## config.mk

```make
export PLATFORM = sky130hd
export DESIGN_NAME = wb_arbiter
export DESIGN_NICKNAME = d
export VERILOG_FILES = /design/src/rtl/wb_arbiter.sv
export SDC_FILE = /design/constraint.sdc
export NUM_CORES = 1
export LEC_CHECK = 0
export CORE_MARGIN = 2
export CORE_UTILIZATION = 45
export CTS_CLUSTER_DIAMETER = 150
export DETAILED_ROUTE_END_ITERATION = 8
export GPL_TIMING_DRIVEN = 0
export PLACE_DENSITY = 0.74
export SYNTH_ARGS = -nofsm -noshare
export SYNTH_HDL_FRONTEND = slang
export SYNTH_SLANG_ARGS = --single-unit
```

## constraint.sdc

```tcl
create_clock -name clk_in -period 8.95 [get_ports clk_in]
set_clock_uncertainty 0.15 [all_clocks]
set_input_delay 1.3425 -clock clk_in [delete_from_list [all_inputs] [get_ports clk_in]]
set_output_delay 1.3425 -clock clk_in [all_outputs]
set_load 0.005 [all_outputs]
```

## src/rtl/wb_arbiter.sv

```systemverilog
// Writeback arbiter: merges single-cycle ALU results and variable-latency load
// results onto one register-file write port, buffering loads in a small FIFO.
module wb_arbiter #(
  parameter int DEPTH = 2
) (
  input  logic        clk_in,
  input  logic        rst_in,
  input  logic        alu_valid_in,
  output logic        alu_ready_out,
  input  logic [4:0]  alu_rd_in,
  input  logic [31:0] alu_data_in,
  input  logic        ld_valid_in,
  output logic        ld_ready_out,
  input  logic [4:0]  ld_rd_in,
  input  logic [31:0] ld_data_in,
  input  logic [2:0]  ld_funct3_in,
  input  logic [1:0]  ld_addr_lo_in,
  output logic [4:0]  rd_addr_out,
  output logic [31:0] rd_data_out,
  output logic        wr_en_out,
  output logic        misalign_err_out,
  output logic        ld_pending_out
);

  localparam int AW = (DEPTH > 1) ? $clog2(DEPTH) : 1;
  localparam int CW = AW + 1;

  logic [4:0]    ent_rd_q   [DEPTH];
  logic [31:0]   ent_data_q [DEPTH];
  logic [AW-1:0] rd_ptr_q, wr_ptr_q;
  logic [CW-1:0] count_q, count_d;
  logic          wr_en_q, mis_q;
  logic [4:0]    rd_addr_q;
  logic [31:0]   rd_data_q;

  logic          ready, ld_fire, misalign, ld_ok;
  logic          push, pop, sel;
  logic [4:0]    sel_rd;
  logic [31:0]   sel_data;
  logic [7:0]    ld_byte;
  logic [15:0]   ld_half;
  logic [31:0]   ld_fmt;

  // Readiness depends only on registered occupancy, never on this cycle's valids.
  assign ready          = (count_q != CW'(DEPTH));
  assign alu_ready_out  = ready;
  assign ld_ready_out   = ready;
  assign ld_pending_out = (count_q != '0);
  assign ld_fire        = ld_valid_in && ready;

  always_comb begin
    ld_byte  = ld_data_in[{ld_addr_lo_in, 3'b000} +: 8];
    ld_half  = ld_addr_lo_in[1] ? ld_data_in[31:16] : ld_data_in[15:0];
    ld_fmt   = ld_data_in;
    misalign = 1'b0;
    unique case (ld_funct3_in)
      3'b000:  ld_fmt = {{24{ld_byte[7]}}, ld_byte};
      3'b100:  ld_fmt = {24'd0, ld_byte};
      3'b001: begin
        ld_fmt   = {{16{ld_half[15]}}, ld_half};
        misalign = ld_addr_lo_in[0];
      end
      3'b101: begin
        ld_fmt   = {16'd0, ld_half};
        misalign = ld_addr_lo_in[0];
      end
      // lw and the undefined encodings all behave as a full word
      default: misalign = (ld_addr_lo_in != 2'b00);
    endcase
  end

  assign ld_ok = ld_fire && !misalign;

  always_comb begin
    push     = 1'b0;
    pop      = 1'b0;
    sel      = 1'b0;
    sel_rd   = alu_rd_in;
    sel_data = alu_data_in;
    if (!ready) begin
      pop = 1'b1;
    end else if (alu_valid_in) begin
      sel  = 1'b1;
      push = ld_ok;
    end else if (count_q != '0) begin
      pop  = 1'b1;
      push = ld_ok;
    end else if (ld_ok) begin
      sel      = 1'b1;
      sel_rd   = ld_rd_in;
      sel_data = ld_fmt;
    end
    if (pop) begin
      sel      = 1'b1;
      sel_rd   = ent_rd_q[rd_ptr_q];
      sel_data = ent_data_q[rd_ptr_q];
    end
  end

  always_comb begin
    count_d = count_q;
    unique case ({push, pop})
      2'b10:   count_d = count_q + CW'(1);
      2'b01:   count_d = count_q - CW'(1);
      default: count_d = count_q;
    endcase
  end

  always_ff @(posedge clk_in) begin
    if (rst_in) begin
      count_q   <= '0;
      rd_ptr_q  <= '0;
      wr_ptr_q  <= '0;
      wr_en_q   <= 1'b0;
      mis_q     <= 1'b0;
      rd_addr_q <= '0;
      rd_data_q <= '0;
      for (int i = 0; i < DEPTH; i++) begin
        ent_rd_q[i]   <= '0;
        ent_data_q[i] <= '0;
      end
    end else begin
      count_q <= count_d;
      mis_q   <= ld_fire && misalign;
      // rd = 0 items are still consumed, they just never assert the write
      wr_en_q <= sel && (sel_rd != 5'd0);
      if (sel) begin
        rd_addr_q <= sel_rd;
        rd_data_q <= sel_data;
      end
      if (pop) rd_ptr_q <= rd_ptr_q + AW'(1);
      if (push) begin
        ent_rd_q[wr_ptr_q]   <= ld_rd_in;
        ent_data_q[wr_ptr_q] <= ld_fmt;
        wr_ptr_q             <= wr_ptr_q + AW'(1);
      end
    end
  end

  assign wr_en_out        = wr_en_q;
  assign rd_addr_out      = rd_addr_q;
  assign rd_data_out      = rd_data_q;
  assign misalign_err_out = mis_q;

endmodule

```

# Yosys cells after proc, flatten, opt, wreduce, memory -nomap -nowiden
# Memory sizes are Yosys's and may differ from the RTL's. A register that Yosys moved wholly into a read port is not among the register bits.
# Cells that the tools add are included.
# op_classes
n_eq_ne	6
n_mul	0
add_sub_neg	4
bitwise	0
order_cmp	0
n_mux	40
div	0
reduce_logical	14
shift	1
# ops
op	count
$mux 32	6
$pmux 32 s4	1
$reduce_or 32->1	1
$shiftx 32x6->8	1
$mux 5	6
$mux 1	24
$mux 16	1
$eq 3x3->1 const B	2
$reduce_bool 2->1	3
$reduce_bool 5->1	1
$reduce_or 5->1	1
$logic_and 1x1->1	4
$pmux 2 s2	1
$reduce_or 2->1	2
$eq 3x1->1 const B	1
$logic_not 3->1	1
$add 1x1->1 const B	2
$add 2x1->2 const B	1
$eq 2x1->1 const B	1
$eq 2x2->1 const B	1
$ne 2x2->1 const B	1
$pmux 1 s2	1
$sub 2x1->2 const B	1
$logic_not 1->1	1
# word_totals
mem_count	2
ramBits	74
rom_bits	0
latch_bits	0
ff_bits	43
out_inout_bits	42
# memory_table
name	depth	word_bits	read_ports	rd_ports_with_merged_regs	write_ports	line	rtl
ent_data_q	2	32	1	1	2	29	logic [31:0] ent_data_q [DEPTH];
ent_rd_q	2	5	1	1	2	28	logic [4:0] ent_rd_q [DEPTH];

# Longest topological paths before layout
# depth
word_depth	13
mapped_depth	9
mapped_depth_nobuf	7

# Worst setup path after synthesis
# Ideal clock, no wire load.
# synth_path
path_type	in2reg
from	input ld_addr_lo_in[1]
to	memory ent_data_q[0][0], enable pin
path_buffers	1
path_stages	5
arrival_time_ns	3.824
required_ns	8.361
slack_ns	4.536
path_cell_list	clkbuf_4 o21ai_2 nand3_1 o21bai_2 o21bai_1
# synth_rtl
item	line	rtl
start, declared	17	input logic [1:0] ld_addr_lo_in,
end, declared	29	

==> impl_metrics.yaml <==
timing:
  hold_violations: 0
  slew-limit-headroom_pct: 45.7
  setup_ws_ns: 4.72
  worst_pin_slew_ns: 0.815
  period_minus_slack_ns: 4.23
  fmax_mhz: 236
  finalMaxSlewViolations: 0
  setup_viol: 0
  grt_setup_unrepaired: "no"
  post-route-period-util_pct: 47.3
  fin_setup_tns_ns: 0
final_layout:
  nFillCells: 1222
  final_common_cell: "clkdlybuf4s50_1"
  fin_nets: 893
  drive_gt1_share_pct: 14.0
  insertedDiodeCount: 0
  layout_common_cells: "clkdlybuf4s50_1 (124), nor2_1 (121), edfxtp_1 (74), a21oi_1 (67), mux2i_1 (52)"
  area_growth_pct: 31.4
floorplan:
  core_area_sq_um: 14400
  die_w_microns: 125
  fp.dieH_microns: 125
  pin_count: 125
  dieArea_sq_um: 15600
  start_util_pct: 45.6
  rows: 44
outcome:
  outcome: "finished clean"
clock_network:
  post_cts_buffers: 0
  hold_buffers: 0
  clk_latency_ns: 0.42
  path_clk_slew_ns: 0.05
  cts_made_buffers: 17
  cts_buffer_depth: 2
  cts-htree-levels: 4
  cts_resized: 0
  numClockSinks: 118
  clockRootBuffer: "clkbuf_16"
  cts_tree: "done"
yosys:
  synth_area_leaders: "edfxtp_1 (34%), dfxtp_1 (13%), mux2i_1 (7.9%), nor2_1 (6.9%), a21oi_1 (5.1%)"
  ys_ff_latch: 118
  yosysTopAreaCell: "edfxtp_1"
  yosysTopAreaCellShare_pct: 33.8
  synth_edf_count: 74
  syn_area_per_cell_sq_um: 9.91
  synth_flop_cell: "edfxtp_1"
  netlist_area_sq_um: 6580
  syn_nets: 748
  ys_types: 55
  synthCells: 664
  ys_seq_area_share_pct: 47.1
  async_reset_ff_share_pct: 0
  ys_warn_count: 0
drt:
  viasPerCell: 5.93
  antenna_left: 0
  wl_per_cell_microns: 20.7
  drc: 0
  wl_microns: 20900
  drt_first_iter_violations: 488
  vias: 5965
  dr.pass1.iters: 5
grt:
  grt_pass1_wl_microns: 31900
  groute.usage.overall_pct: 26.6
  grt-ovfl-total: 0
  grt_pass1_vias: 5901
  grt_max_degree: 27
  antenna_found_initial: 0
critical_path:
  crit_type: "in2reg"
  path_cells: "clkdlybuf4s50_1 -> nor2b_1 -> o21bai_2 -> nor2_1 -> nand2_1 -> nand2b_2 -> buf_16"
  cp-end-kind: "flop"
  critPathMaxFanout: 20
  required_ns: 8.92
  worst_path_max_delay_cell: "clkdlybuf4s50_1"
  critPathLaunchType: "primary input"
  cpPeakStageDelay_ns: 0.70
  worstPathArrival_ns: 4.20
min_path:
  min_path_type: "reg2reg"
placed_design:
  hpwl_microns: 15300
  io_buffer_count: 124
  gp_congestion: 0.921
  post-place-ws_ns: 4.31
power_and_ir_drop:
  p_leak_nw: 3.29
  ir_worst_vdd_mv: 0.142
  powerDensity_nw_per_um2: 247
run:
  drv_cap: 0
## power by group
part | total, mW | switching (mW) | internal (mW)
registers | 0.708 | 0.0382 | 0.669
clock network | 0.619 | 0.232 | 0.388
logic | 0.808 | 0.442 | 0.366
## Yosys cell counts (10+ instances only)
cell and number:
edfxtp_1 74, nor3_1 14, mux2_2 14, o21ai_1 12, a21oi_1 67, nor2_1 121
a211oi_1 18, inv_1 20, nor3_2 11, a22oi_1 10, clkbuf_1 23, nor2b_1 12
o22a_1 16, dfxtp_1 44, buf_2 18, nand2_1 29, mux2i_1 52
## registers in the layout, indices dropped and copies added, names as in the netlist, named ones only
name and flops:
rd_addr_out 5, misalign_err_out 1, wr_ptr_q 1, rd_data_out 32, wr_en_out 1, count_q 2, ent_data_q 64, rd_ptr_q 1
ent_rd_q 10
## per-layer routing
layer / share of wire, % / track usage (%)
met1: 41 / 33.4
met3: 7.7 / 6.33
met2: 47 / 42.5
met5: 0 / 0
met4: 4.4 / 14.4
## kinds of logic (layout without fill, tap and decap cells)
family	Yosys count	after routing	share of synthesized area, %
compound gates	179	179	19.8
xor+xnor	4	4	0.532
fa+ha+maj	1	1	0.190
buf+inv	75	233	5.48
flops	118	118	47.1
mux	68	68	10.9
simple gates	219	219	16.0
## path summary, 6_finish.rpt
kind                       endpoint  depth (start not counted)  slack [ns]            from
setup / recovery  ent_data_q[1][21]                          7        4.72    alu_valid_in
hold reg to reg      rd_addr_out[0]                          2        0.31  rd_addr_out[0]
hold / removal       rd_addr_out[0]                          2        0.31  rd_addr_out[0]
setup reg to reg  ent_data_q[1][21]                          7        5.95      count_q[1]
## per-stage QoR
step	hold WS (ns)	area [sq um]	instances	utilization [%]	power (mW)
after global routing	0.332	8650	1006	60.0	2.22
after global placement	0.298	8050	972	55.8	1.48
after detailed placement	0.308	8110	974	56.3	1.51
after CTS	0.317	8650	1006	60.0	2.13
final	0.313	8650	1006	60.0	2.14
after floorplan	0.298	6580	664	-	1.18
## cell type report
class                   instances  area [sq um]  area share (%)
multi-input cells             471          3130            36.2
flip-flops and latches        118          3100            35.9
repair buffers                126          1290            14.9
clock buffers                  28           517            5.97
plain buffers                  55           285            3.30
well taps                     184           230            2.66
inverters                      20          75.1           0.868
clock inverters                 4          20.0           0.231
## critical path: cells and delay by family
kind                   cells  cell delay [ns]
buffers and inverters      2             0.94
AOI/OAI and AO/OA          1             0.23
and+or+nand+nor            4             1.66
No activity file was read; power rests on OpenSTA's default activity.
